File: config.mk
export PLATFORM = sky130hd
export DESIGN_NAME = mem_stage
export DESIGN_NICKNAME = d
export VERILOG_FILES = /design/src/rtl/mips_defs.sv /design/src/rtl/store_align.sv /design/src/rtl/mem_stage.sv
export SDC_FILE = /design/constraint.sdc
export NUM_CORES = 1
export LEC_CHECK = 0
export CORE_AREA = 3 3 176 178
export CTS_BUF_LIST = sky130_fd_sc_hd__clkbuf_2
export DETAILED_ROUTE_END_ITERATION = 16
export DIE_AREA = 0 0 179 181
export PLACE_DENSITY_LB_ADDON = 0.08
export SYNTH_ARGS = -nofsm -noshare
export SYNTH_HDL_FRONTEND = slang
export SYNTH_HIERARCHICAL = 1
export SYNTH_SLANG_ARGS = --single-unit
File: constraint.sdc
create_clock -name clk -period 6.8 [get_ports clk]
set_input_delay 0.68 -clock clk [delete_from_list [all_inputs] [get_ports clk]]
set_output_delay 0.68 -clock clk [all_outputs]
set_load 0.02 [all_outputs]
File: src/rtl/mips_defs.sv
// Shared definitions for the memory-access stage: access encodings, exception
// codes, bus FSM states and the writeback register layout.
package mips_defs;

  localparam logic [1:0] ST_SW = 2'd0;
  localparam logic [1:0] ST_SH = 2'd1;
  localparam logic [1:0] ST_SB = 2'd2;

  localparam logic [2:0] LT_LW  = 3'd0;
  localparam logic [2:0] LT_LBU = 3'd1;
  localparam logic [2:0] LT_LB  = 3'd2;
  localparam logic [2:0] LT_LHU = 3'd3;
  localparam logic [2:0] LT_LH  = 3'd4;

  localparam logic [4:0] EXC_ADEL = 5'd4;
  localparam logic [4:0] EXC_ADES = 5'd5;
  localparam logic [4:0] EXC_DBE  = 5'd7;

  typedef enum logic [1:0] {
    MS_IDLE  = 2'd0,
    MS_WAIT  = 2'd1,
    MS_DRAIN = 2'd2
  } mem_state_t;

  typedef struct packed {
    logic [31:0] instr;
    logic [31:0] pc8;
    logic [31:0] ao;
    logic [31:0] dm_data;
    logic [31:0] cp0_data;
    logic [1:0]  data2reg;
    logic [1:0]  reg_dst;
    logic [2:0]  load_type;
    logic        valid;
  } w_reg_t;

  localparam w_reg_t W_BUBBLE = '0;

endpackage

File: src/rtl/store_align.sv
// Byte-enable, store-lane replication and alignment check for one access,
// derived from the access type and the low address bits.
module store_align
  import mips_defs::*;
(
  input  logic        is_store,
  input  logic [1:0]  store_type,
  input  logic [2:0]  load_type,
  input  logic [1:0]  addr_lo,
  input  logic [31:0] wd,
  output logic [3:0]  be,
  output logic [31:0] wdata,
  output logic        misalign
);

  always_comb begin
    be       = 4'b1111;
    wdata    = wd;
    misalign = 1'b0;
    if (is_store) begin
      case (store_type)
        ST_SH: begin
          be       = addr_lo[1] ? 4'b1100 : 4'b0011;
          wdata    = {2{wd[15:0]}};
          misalign = addr_lo[0];
        end
        ST_SB: begin
          be    = 4'b0001 << addr_lo;
          wdata = {4{wd[7:0]}};
        end
        default: misalign = |addr_lo;
      endcase
    end else begin
      case (load_type)
        LT_LW:         misalign = |addr_lo;
        LT_LHU, LT_LH: misalign = addr_lo[0];
        default:       misalign = 1'b0;
      endcase
    end
  end

endmodule

File: src/rtl/mem_stage.sv
// MIPS memory-access stage: req/ack data-bus master with alignment and bus-error
// exceptions, pipeline stall while an access is outstanding, and the M/W register.
//
// state    | meaning
// ---------+-----------------------------------------------------------------
// MS_IDLE  | bus driven straight from M; an unacked request moves to MS_WAIT
// MS_WAIT  | access outstanding, bus driven from hold registers
// MS_DRAIN | M was flushed mid-access; finish the handshake, discard rdata
module mem_stage
  import mips_defs::*;
#(
  parameter int TIMEOUT = 255
) (
  input  logic        clk,
  input  logic        reset,
  input  logic [31:0] instr_M,
  input  logic [31:0] PC8_M,
  input  logic [31:0] AO_M,
  input  logic [31:0] WD_M,
  input  logic [31:0] cp0Data_M,
  input  logic        valid_M,
  input  logic        memRead_M,
  input  logic        memWrite_M,
  input  logic [1:0]  storeType_M,
  input  logic [2:0]  loadType_M,
  input  logic [1:0]  Data2Reg_M,
  input  logic [1:0]  RegDst_M,
  input  logic        flush_M,
  output logic        bus_req,
  output logic        bus_we,
  output logic [31:0] bus_addr,
  output logic [31:0] bus_wdata,
  output logic [3:0]  bus_be,
  input  logic        bus_ack,
  input  logic [31:0] bus_rdata,
  output logic        stall_M,
  output logic        exc_M,
  output logic [4:0]  excCode_M,
  output logic [31:0] instr_W,
  output logic [31:0] PC8_W,
  output logic [31:0] AO_W,
  output logic [31:0] DMData_W,
  output logic [31:0] cp0Data_W,
  output logic [1:0]  Data2Reg_W,
  output logic [1:0]  RegDst_W,
  output logic [2:0]  loadType_W,
  output logic        valid_W
);

  localparam int CW = $clog2(TIMEOUT + 1);

  mem_state_t    state_q, state_d;
  logic [CW-1:0] cnt_q, cnt_inc;
  logic          err_q, err_d;
  logic [31:0]   hold_addr_q, hold_wdata_q;
  logic [3:0]    hold_be_q;
  logic          hold_we_q;
  w_reg_t        w_q, w_d;

  logic          mem_op, misalign, req_idle, timeout, load_acked;
  logic [3:0]    be_calc;
  logic [31:0]   wdata_calc;

  assign mem_op = valid_M & (memRead_M | memWrite_M) & ~flush_M;

  store_align u_store_align (
    .is_store   (memWrite_M),
    .store_type (storeType_M),
    .load_type  (loadType_M),
    .addr_lo    (AO_M[1:0]),
    .wd         (WD_M),
    .be         (be_calc),
    .wdata      (wdata_calc),
    .misalign   (misalign)
  );

  // The cycle after a bus error reports DBE and must not reissue the same access.
  assign req_idle = mem_op & ~misalign & ~err_q;
  assign cnt_inc  = cnt_q + CW'(1);
  assign timeout  = (cnt_inc == CW'(TIMEOUT)) & ~bus_ack;

  always_comb begin
    state_d    = state_q;
    err_d      = 1'b0;
    bus_req    = 1'b0;
    bus_we     = 1'b0;
    bus_be     = 4'b0000;
    bus_addr   = {AO_M[31:2], 2'b00};
    bus_wdata  = wdata_calc;
    stall_M    = 1'b0;
    exc_M      = 1'b0;
    excCode_M  = 5'd0;
    load_acked = 1'b0;
    case (state_q)
      MS_IDLE: begin
        bus_req    = req_idle;
        bus_we     = req_idle & memWrite_M;
        bus_be     = req_idle ? be_calc : 4'b0000;
        stall_M    = req_idle & ~bus_ack;
        load_acked = req_idle & bus_ack & ~memWrite_M;
        if (err_q) begin
          exc_M     = 1'b1;
          excCode_M = EXC_DBE;
        end else if (mem_op & misalign) begin
          exc_M     = 1'b1;
          excCode_M = memWrite_M ? EXC_ADES : EXC_ADEL;
        end
        if (req_idle & ~bus_ack) state_d = MS_WAIT;
      end
      MS_WAIT: begin
        bus_req    = 1'b1;
        bus_we     = hold_we_q;
        bus_be     = hold_be_q;
        bus_addr   = hold_addr_q;
        bus_wdata  = hold_wdata_q;
        // The ack cycle itself is not stalled so W can take rdata on this edge.
        stall_M    = ~bus_ack;
        load_acked = bus_ack & ~hold_we_q;
        if (bus_ack) begin
          state_d = MS_IDLE;
        end else if (timeout) begin
          state_d = MS_IDLE;
          err_d   = ~flush_M;
        end else if (flush_M) begin
          state_d = MS_DRAIN;
        end
      end
      MS_DRAIN: begin
        bus_req   = 1'b1;
        bus_we    = hold_we_q;
        bus_be    = hold_be_q;
        bus_addr  = hold_addr_q;
        bus_wdata = hold_wdata_q;
        stall_M   = 1'b1;
        if (bus_ack | timeout) state_d = MS_IDLE;
      end
      default: state_d = MS_IDLE;
    endcase
    // Reset must silence the bus at once, even while M still presents an access.
    if (reset) begin
      bus_req   = 1'b0;
      bus_we    = 1'b0;
      bus_be    = 4'b0000;
      stall_M   = 1'b0;
      exc_M     = 1'b0;
      excCode_M = 5'd0;
    end
  end

  always_ff @(posedge clk or posedge reset) begin
    if (reset) begin
      state_q      <= MS_IDLE;
      cnt_q        <= '0;
      err_q        <= 1'b0;
      hold_addr_q  <= 32'h0;
      hold_wdata_q <= 32'h0;
      hold_be_q    <= 4'b0000;
      hold_we_q    <= 1'b0;
    end else begin
      state_q <= state_d;
      err_q   <= err_d;
      cnt_q   <= (state_q == MS_IDLE || state_d == MS_IDLE) ? '0 : cnt_inc;
      if (state_q == MS_IDLE && req_idle && !bus_ack) begin
        hold_addr_q  <= {AO_M[31:2], 2'b00};
        hold_wdata_q <= wdata_calc;
        hold_be_q    <= be_calc;
        hold_we_q    <= memWrite_M;
      end
    end
  end

  always_comb begin
    w_d = W_BUBBLE;
    if (!(stall_M || flush_M || exc_M)) begin
      w_d.instr     = instr_M;
      w_d.pc8       = PC8_M;
      w_d.ao        = AO_M;
      w_d.dm_data   = load_acked ? bus_rdata : 32'h0;
      w_d.cp0_data  = cp0Data_M;
      w_d.data2reg  = Data2Reg_M;
      w_d.reg_dst   = RegDst_M;
      w_d.load_type = loadType_M;
      w_d.valid     = valid_M;
    end
  end

  always_ff @(posedge clk or posedge reset) begin
    if (reset) w_q <= W_BUBBLE;
    else       w_q <= w_d;
  end

  assign instr_W    = w_q.instr;
  assign PC8_W      = w_q.pc8;
  assign AO_W       = w_q.ao;
  assign DMData_W   = w_q.dm_data;
  assign cp0Data_W  = w_q.cp0_data;
  assign Data2Reg_W = w_q.data2reg;
  assign RegDst_W   = w_q.reg_dst;
  assign loadType_W = w_q.load_type;
  assign valid_W    = w_q.valid;

endmodule

==> results of run 1 <==
[final timing paths]
| check | endpoint | from | cells after the start | slack [ns] |
|---|---|---|---|---|
| worst max-delay path | bus_be[1] | storeType_M[0] | 11 | 1.59 |
| worst min-delay path | PC8_W[5] | PC8_M[5] | 2 | 0.43 |
| worst max register to register | PC8_W[18] | state_q[0] | 7 | 3.64 |
| worst min register to register | hold_wdata_q[8] | hold_wdata_q[8] | 1 | 0.51 |
| max in group asynchronous | hold_be_q[0] | reset | 4 | 4.39 |
| min in group asynchronous | instr_W[30] | reset | 3 | 0.58 |
[power by group]
group | internal (mW) | switching [mW] | leakage [nW] | total, mW
Combinational | 1.15 | 1.12 | 2.94 | 2.26
Clock | 0.546 | 0.638 | 0.531 | 1.18
Sequential | 1.85 | 0.149 | 3.14 | 2.00
Total | 3.54 | 1.90 | 6.61 | 5.44
[state kept, by name, summed over array words and instances (netlist names), 3 cells and up]
signal / count
AO_W: 32
DMData_W: 32
PC8_W: 32
cp0Data_W: 32
hold_wdata_q: 32
instr_W: 32
hold_addr_q: 30
cnt_q: 8
hold_be_q: 4
loadType_W: 3
[through the flow]
step | worst slack, ns | power [mW]
detailed placement | 1.62 | 4.32
global route | 1.47 | 5.78
floorplan | 0.933 | 3.23
CTS | 1.62 | 5.55
finish | 1.59 | 5.44
global placement | 1.66 | 4.30
[critical path, cell delays in order]
cell and delay (ns):
clkdlybuf4s50_1 0.50, inv_1 0.07, ha_1 0.34, nand2b_1 0.52, a22oi_2 0.41, a21oi_1 0.11, or3b_4 0.46, nor3_4 0.41
a22oi_1 0.13, nor2_1 0.25, clkdlybuf4s50_1 0.65
[layer usage]
metal | up-vias | wire, µm | part of all wire, % | GRT usage (%)
met5 | - | 0 | 0 | 0
met4 | 0 | 689 | 2.0 | 6.23
met3 | 44 | 3360 | 9.8 | 7.94
met2 | 318 | 17400 | 51 | 35.9
met1 | 3927 | 12800 | 37 | 22.3
li1 | 3739 | - | - | -
[cells in the final DEF, fill, tap and decap left out, drive strengths merged, types with 10 or more instances in the layout]
| cell | synthesis | routed |
|---|---|---|
| clkbuf | 30 | 112 |
| nor3b | 137 | 137 |
| o21ai | 10 | 10 |
| nor4b | 32 | 32 |
| clkinv | 0 | 12 |
| nor2 | 31 | 31 |
| a22o | 16 | 16 |
| dfrtp | 246 | 246 |
| mux2 | 129 | 129 |
| inv | 13 | 13 |
| clkdlybuf4s50 | 0 | 448 |
[cell type report]
| class | count | area [µm²] |
|---|---|---|
| repair buffers | 457 | 4580 |
| flip-flops and latches | 246 | 6160 |
| inverters | 13 | 52.6 |
| clock inverters | 17 | 146 |
| multi-input cells | 449 | 3830 |
| fillers | 2668 | 13800 |
| well taps | 390 | 488 |
| clock buffers | 112 | 561 |
| diodes | 1 | 2.50 |
[kinds of logic after synthesis]
family                     synth area share, %
and+or+nand+nor                           16.0
adders and majority gates                 1.08
DFF                                       59.1
AOI/OAI and AO/OA                         4.94
xor gates and xnor gates                 0.336
buffers and inverters                     4.53
other                                   0.0360
muxes                                     13.9
==> results.md, run 1 <==
* Max frequency at 192 MHz
* Vias in the first global route at 8472
* Post-DP HPWL at 23.9 mm
* Finished Cell Area at 0.0158 mm²
* Post-synth top area share at 59.1%
* Startpoint types: input pin
* Worst-path clk slew at 0.10 ns
* Synth area leaders: dfrtp_1 (59%), mux2_2 (14%), nor3b_1 (9.9%)
* Synthesized cell area at 0.0104 mm²
* Final setup fails at 0
* CTS tree: yes
* Sink Count at 246
* Worst-margin pin slew at 1.03 ns
* Top-count cell post-synth: dfrtp_1
* Sequential area share after synthesis at 59.1%
* Largest net degree at the start of global routing at 168
* CTS Hold Bufs at 0
* Period Utilization, post-route at 76.6%
* H-tree depth at 3
* PortBufs at 448
* Hold crit path type: in -> reg
* RePlAce Congestion at 0.785
* Resized Gates After CTS at 0
* DRT Wirelength at 34.3 mm
* Util after Layout at 53.5%
* Antenna violations before repair at 1
* Hold slack at 0.430 ns
* Unrepaired setup endpoints after global routing: false
* Setup crit end kind: output port
* VDD IR-drop max at 0.198 mV
* Remaining global-route overflow at 0
* Nets@finish at 1456
* Leakage at 6.61 nW
* Share of layout cells above drive strength 1 at 20.9%
* First DRT Iteration DRCs at 304
* Slew Viols, Final at 0
* Avg Vias per Cell at 4.76
* Max cap viols at 0
* CTS Buffer Depth at 3
* EDFF count, synth at 0
* Top FF cell, synth: dfrtp_1
* Number of top-level pins at 453
* PwrDens at 344 mW/mm²
* Setup TNS Final at 0 ns
* Placed cell count at 1555
* Total track usage at 20.3%
* Post-synthesis register bit count at 246
* Final non-filler cell total at 1685
* Post-Synthesis Cells at 784
* Core Region at 0.0296 mm²
* WS Path Type: in -> out
* Area after DPL at 0.0151 mm²
* Area growth, synth to finish at 51.8%
* Root Buffer: clkbuf_2
* Setup bufs post-CTS at 0
* Async SR Flop Fraction at 100%
* DR vias at 8028
* Biggest area consumer among synthesized cells: dfrtp_1
* Die Width at 179 µm
* Mean post-synth cell area at 13.3 µm²
* Final Skew at 0.0659 ns
* Die extent in y at 181 µm
* Inserted Clock Buffers at 72
* Status: complete, no violations
* Relative slew margins at 31.2%
* Synth Warn # at 6
* DIE AREA at 0.0324 mm²
* Critical path required time at 6.12 ns
* CP max FO at 18
* Final min period at 5.21 ns
* Final Hold Fails at 0
* TritonRoute pass-1 iters at 4
* Worst skew pair latency at 0.78 ns
* Crit path DAT at 4.53 ns
* Netlist cell types at 49
* First-pass GRT wire length at 50.9 mm
* DRC viols at 0
* Synth cell count leaders: dfrtp_1 (246), nor3b_1 (137), mux2_2 (129)
* Rows at 63
* DRT antenna net count at 0
* Starting density of the core at 35.2%
* DR WL/cell at 20.3 µm
Note: power is estimated with default switching activity, not from simulation.
==> run 2: changes to the inputs <==
--- a/config.mk
+++ b/config.mk
@@ -5,10 +5,10 @@
 export SDC_FILE = /design/constraint.sdc
 export NUM_CORES = 1
 export LEC_CHECK = 0
-export CORE_AREA = 3 3 176 178
+export CORE_AREA = 3 3 173 175
 export CTS_BUF_LIST = sky130_fd_sc_hd__clkbuf_2
 export DETAILED_ROUTE_END_ITERATION = 16
-export DIE_AREA = 0 0 179 181
+export DIE_AREA = 0 0 176 178
 export PLACE_DENSITY_LB_ADDON = 0.08
 export SYNTH_ARGS = -nofsm -noshare
 export SYNTH_HDL_FRONTEND = slang
==> constraint.sdc (replaced) <==
create_clock -name clk -period 5.45 [get_ports clk]
set_input_delay 0.545 -clock clk [delete_from_list [all_inputs] [get_ports clk]]
set_output_delay 0.545 -clock clk [all_outputs]
set_load 0.02 [all_outputs]
==> results.md, run 2 (synthesis results as in run 1) <==
* Nets@finish at 1460
* Setup bufs post-CTS at 0
* Period Utilization, post-route at 84.6%
* Largest net degree at the start of global routing at 155
* Avg Vias per Cell at 4.84
* Status: complete, no violations
* DRT Wirelength at 34.5 mm
* Commonest non-fill, non-tap cell in the layout: clkdlybuf4s50_1
* VDD IR-drop max at 0.245 mV
* WS Path Type: in -> out
* PwrDens at 420 mW/mm²
* Critical-path top delay cell: clkdlybuf4s50_1
* DRT antenna net count at 0
* Worst skew pair latency at 0.82 ns
* Worst Setup EP: bus_we
* Vias in the first global route at 8480
* Critical path cell sequence: clkdlybuf4s50_1 > inv_1 > ha_1 > or3b_1 > a22oi_2 > a21oi_1 > or3b_4 > nor3_4 > a22oi_1 > nor2_1 > clkdlybuf4s50_1
* Worst-margin pin slew at 0.956 ns
* DR vias at 8099
* Share of layout cells above drive strength 1 at 21.1%
* First DRT Iteration DRCs at 330
* Finished Cell Area at 0.0158 mm²
* PortBufs at 448
* Relative slew margins at 36.3%
* Int Pwr at 4.28 mW
* Most frequent cells in the layout: clkdlybuf4s50_1 (448), dfrtp_1 (246), nor3b_1 (136)
* Antenna violations before repair at 2
* TritonRoute pass-1 iters at 4
* Reg2Reg Depth at 7
* Max cap viols at 0
* Number of top-level pins at 453
* Post-DP HPWL at 24.6 mm
* CTS tree: yes
* Crit path DAT at 4.07 ns
* DRC viols at 0
* Rows at 62
* Top layer in use: met5
* Area growth, synth to finish at 51.4%
* Util after Layout at 55.1%
* Total power at 6.62 mW
* Root Buffer: clkbuf_2
* Worst-path clk slew at 0.10 ns
* Final Skew at 0.0546 ns
* Critical path required time at 4.91 ns
* WL met2 at 17.8 mm
* Slew Viols, Final at 0
* RePlAce Congestion at 0.793
* Final setup fails at 0
* Remaining global-route overflow at 0
* DR WL/cell at 20.6 µm
* CP peak stage delay at 0.62 ns
* Setup ws final at 0.837 ns
* Core Region at 0.0286 mm²
* Worst R2R End: cp0Data_W[16]
* Max frequency at 217 MHz
* Inserted Clock Buffers at 69
* Flop2flop setup slack at 2.67 ns
* Comb pwr share at 42.6%
* H-tree depth at 3
* DIE AREA at 0.0313 mm²
* CTS Buffer Depth at 3
* Die Width at 176 µm
* Final Hold Fails at 0
* # fillers at 2442
* P_sw at 2.35 mW
* CTS Hold Bufs at 0
* Starting density of the core at 36.4%
* Pre-CTS WS at 0.810 ns
* CP max FO at 12
* Total track usage at 21.6%
* FF-to-FF Start: state_q[0]
* Cell mode on critical path: clkdlybuf4s50_1
* Seq pwr share at 37.5%
* CP startpoint: storeType_M[1]
* Final min period at 4.61 ns
* Sink Count at 246
* M1 wire length at 13.6 mm
* Startpoint types: input pin
* Unrepaired setup endpoints after global routing: false
* Clock Power Share at 19.9%
* Net Sw Frac at 35.4%
* Metal3 WL at 2.57 mm
* Setup crit end kind: output port
* Resized Gates After CTS at 0
* First-pass GRT wire length at 52.0 mm
* Hold crit path type: in -> reg
* Die extent in y at 178 µm
* Area after DPL at 0.0151 mm²
* Leakage at 6.58 nW
* Setup TNS Final at 0 ns
## run 2: changes by cell type in the layout (fill, tap and decap cells not counted), moves of 2 or more
| cell | previous run | this run |
|---|---|---|
| clkbuf_2 | 112 | 102 |
| diode_2 | 1 | 4 |
| clkinv_1 | 12 | 6 |
| buf_4 | 7 | 13 |
| bufinv_16 | 3 | 1 |
| clkinv_4 | 0 | 3 |
## run 2: layer usage
| metal | track usage (%) | up-vias |
|---|---|---|
| met4 | 6.04 | 2 |
| met1 | 25.3 | 4000 |
| met3 | 6.68 | 45 |
| met2 | 38.2 | 291 |
| li1 | - | 3761 |
| met5 | 0 | - |
## run 2: critical path, delay by kind of cell
kind	cells	cell delay, ns
and+or+nand+nor	4	1.51
AOI/OAI and AO/OA	3	0.51
adders and majority gates	1	0.31
buffers and inverters	3	1.19
## run 2: power by group through the flow
| stage | Clock (mW) | Sequential (mW) | Combinational, mW |
|---|---|---|---|
| 4_1_cts | 1.39 | 2.49 | 2.86 |
| 6_report | 1.32 | 2.48 | 2.82 |
| 5_1_grt | 1.49 | 2.54 | 2.99 |
| 3_5_place_dp | 0 | 2.53 | 2.85 |
| 3_3_place_gp | 0 | 2.51 | 2.85 |
| 2_1_floorplan | 0 | 2.82 | 1.21 |
## run 2: final cells by class
| class | instances | area [µm²] | share of cell area (%) |
|---|---|---|---|
| Clock inverter | 13 | 97.6 | 0.619 |
| Timing Repair Buffer | 464 | 4640 | 29.4 |
| Inverter | 13 | 52.6 | 0.333 |
| Antenna cell | 4 | 10.0 | 0.0635 |
| Sequential cell | 246 | 6160 | 39.0 |
| Multi-Input combinational cell | 449 | 3820 | 24.2 |
| Clock buffer | 102 | 510 | 3.24 |
| Tap cell | 384 | 480 | 3.05 |
## run 2: worst min path at each step
stage | from | endpoint | slack (ns) | cells after the start
final | instr_M[15] | instr_W[15] | 0.27 | 2
after global routing | cp0Data_M[1] | cp0Data_W[1] | 0.18 | 2
after CTS | instr_M[15] | instr_W[15] | 0.17 | 2
after detailed placement | hold_addr_q[3] | hold_addr_q[3] | 0.49 | 1
after global placement | hold_addr_q[31] | hold_addr_q[31] | 0.48 | 1
after floorplan | cnt_q[0] | cnt_q[0] | 0.47 | 1
## run 2: through the flow
| stage | cells | hold WS [ns] |
|---|---|---|
| global route | 1675 | 0.176 |
| CTS | 1671 | 0.169 |
| global placement | 1556 | 0.483 |
| detailed placement | 1556 | 0.490 |
| floorplan | 787 | 0.473 |
| finish | 1675 | 0.272 |
==> run 3: changes to the inputs <==
==> constraint.sdc (replaced) <==
create_clock -name clk -period 4.25 [get_ports clk]
set_input_delay 0.425 -clock clk [delete_from_list [all_inputs] [get_ports clk]]
set_output_delay 0.425 -clock clk [all_outputs]
set_load 0.02 [all_outputs]
==> results.md, run 3 (synthesis results as in run 1) <==
* Status: complete, no violations
* CTS Buffer Depth at 3
* CP max FO at 4
* Commonest non-fill, non-tap cell in the layout: clkdlybuf4s50_1
* Top layer in use: met5
* PortBufs at 448
* PwrDens at 540 mW/mm²
* Critical-path top delay cell: clkdlybuf4s50_1
* Crit path buf inv count at 4
* Final non-filler cell total at 1688
* Leakage at 6.69 nW
* Final Hold Fails at 0
* Critical path cell sequence: clkdlybuf4s50_1 > inv_1 > ha_1 > or3b_1 > a22oi_2 > a21oi_1 > or3b_4 > nor3_4 > buf_4 > a22oi_1 > nor2_1 > clkdlybuf4s50_1
* TritonRoute pass-1 iters at 4
* FF-to-FF Start: state_q[0]
* Worst skew pair latency at 0.79 ns
* Antenna violations before repair at 4
* Util after Layout at 55.7%
* Max cap viols at 0
* P_sw at 3.01 mW
* Inserted Clock Buffers at 70
* Hold crit path type: in -> reg
* Setup crit end kind: output port
* WS Path Type: in -> out
* Unrepaired setup endpoints after global routing: false
* Die extent in y at 178 µm
* Relative slew margins at 37.0%
* DRC viols at 0
* Startpoint types: input pin
* WL met2 at 17.4 mm
* Critical path required time at 3.83 ns
* CTS Hold Bufs at 0
* Sink Count at 246
* Int Pwr at 5.59 mW
* Share of layout cells above drive strength 1 at 21.7%
* DRT antenna net count at 0
* VDD IR-drop max at 0.270 mV
* Worst-margin pin slew at 0.945 ns
* Worst-path clk slew at 0.10 ns
* Largest net degree at the start of global routing at 168
* CTS tree: yes
* H-tree depth at 3
* Clock Power Share at 20.5%
* Die Width at 176 µm
* Nets@finish at 1470
* DRT Wirelength at 34.3 mm
* Area growth, synth to finish at 53.0%
* Metal3 WL at 2.81 mm
* CP peak stage delay at 0.63 ns
* Period Utilization, post-route at 95.5%
* Root Buffer: clkbuf_2
* Max frequency at 246 MHz
* CP delay by family, top: buffers and inverters
* Starting density of the core at 36.4%
* Number of top-level pins at 453
* Core Region at 0.0286 mm²
* M1 wire length at 13.3 mm
* Slew Viols, Final at 0
* Cell mode on critical path: clkdlybuf4s50_1
* Final min period at 4.06 ns
* RePlAce Congestion at 0.814
* DIE AREA at 0.0313 mm²
* CP startpoint: storeType_M[0]
* Seq pwr share at 37.1%
* Crit path DAT at 3.63 ns
* DR WL/cell at 20.3 µm
* Most frequent cells in the layout: clkdlybuf4s50_1 (447), dfrtp_1 (246), nor3b_1 (136)
* Hold wc startpoint: instr_M[27]
* First DRT Iteration DRCs at 427
* Total track usage at 21.4%
* Net Sw Frac at 35.0%
* Post-DP HPWL at 24.6 mm
* Rows at 62
* Vias in the first global route at 8353
* Remaining global-route overflow at 0
* Final Skew at 0.0479 ns
* DR vias at 8229
* First-pass GRT wire length at 51.4 mm
* Final setup fails at 0
* Hold slack at 0.163 ns
* Comb pwr share at 42.4%
* Avg Vias per Cell at 4.88
* Placed cell count at 1563
[run 3: cell types whose count changed in the layout (fill, tap and decap cells not counted), sizes merged, moves of 2 or more]
cell,before,now
clkbuf,102,105
buf,16,25
clkinv,9,11
clkinvlp,3,1
[run 3: routing by layer]
layer / vias up / track usage, %
li1: 3775 / -
met1: 4067 / 25.3
met2: 325 / 36.4
met3: 60 / 7.22
met4: 2 / 7.42
met5: - / 0
[run 3: path summary, 6_finish.rpt]
path | end | slack [ns] | depth (start not counted)
setup / recovery | bus_we | 0.19 | 12
hold / removal | instr_W[27] | 0.16 | 2
setup reg to reg | hold_addr_q[5] | 1.72 | 7
hold reg to reg | hold_addr_q[27] | 0.51 | 1
max in group asynchronous | PC8_W[30] | 2.77 | 4
min in group asynchronous | err_q | 0.21 | 3
[run 3: cell type report]
type / count / area, µm²
Antenna cell: 3 / 7.51
Clock buffer: 105 / 526
Clock inverter: 15 / 111
Fill cell: 2534 / 12700
Inverter: 13 / 52.6
Multi-Input combinational cell: 449 / 3820
Sequential cell: 246 / 6160
Tap cell: 384 / 480
Timing Repair Buffer: 473 / 4790
[run 3: power by group through the flow]
stage                     sequential [mW]  clock [mW]  combinational (mW)
final                                3.19        1.76                3.65
after floorplan                      3.61           0                1.55
after detailed placement             3.25           0                3.68
after global routing                 3.27        1.98                3.86
after global placement               3.22           0                3.67
after CTS                            3.20        1.85                3.69
[run 3: per-stage QoR]
step | setup TNS [ns] | cell area [µm²] | power [mW] | setup WS, ns
final | 0 | 15900 | 8.60 | 0.191
after global placement | 0 | 15300 | 6.89 | 0.183
after global routing | 0 | 15900 | 9.10 | 0.0352
after detailed placement | 0 | 15300 | 6.93 | 0.133
after floorplan | -0.995 | 10400 | 5.16 | -0.995
after CTS | 0 | 15900 | 8.74 | 0.131
[run 3: repair_timing]
item                       4_1_cts  5_1_grt
buffers inserted                 0        2
resized for setup                0        1
setup endpoints to repair        0        2
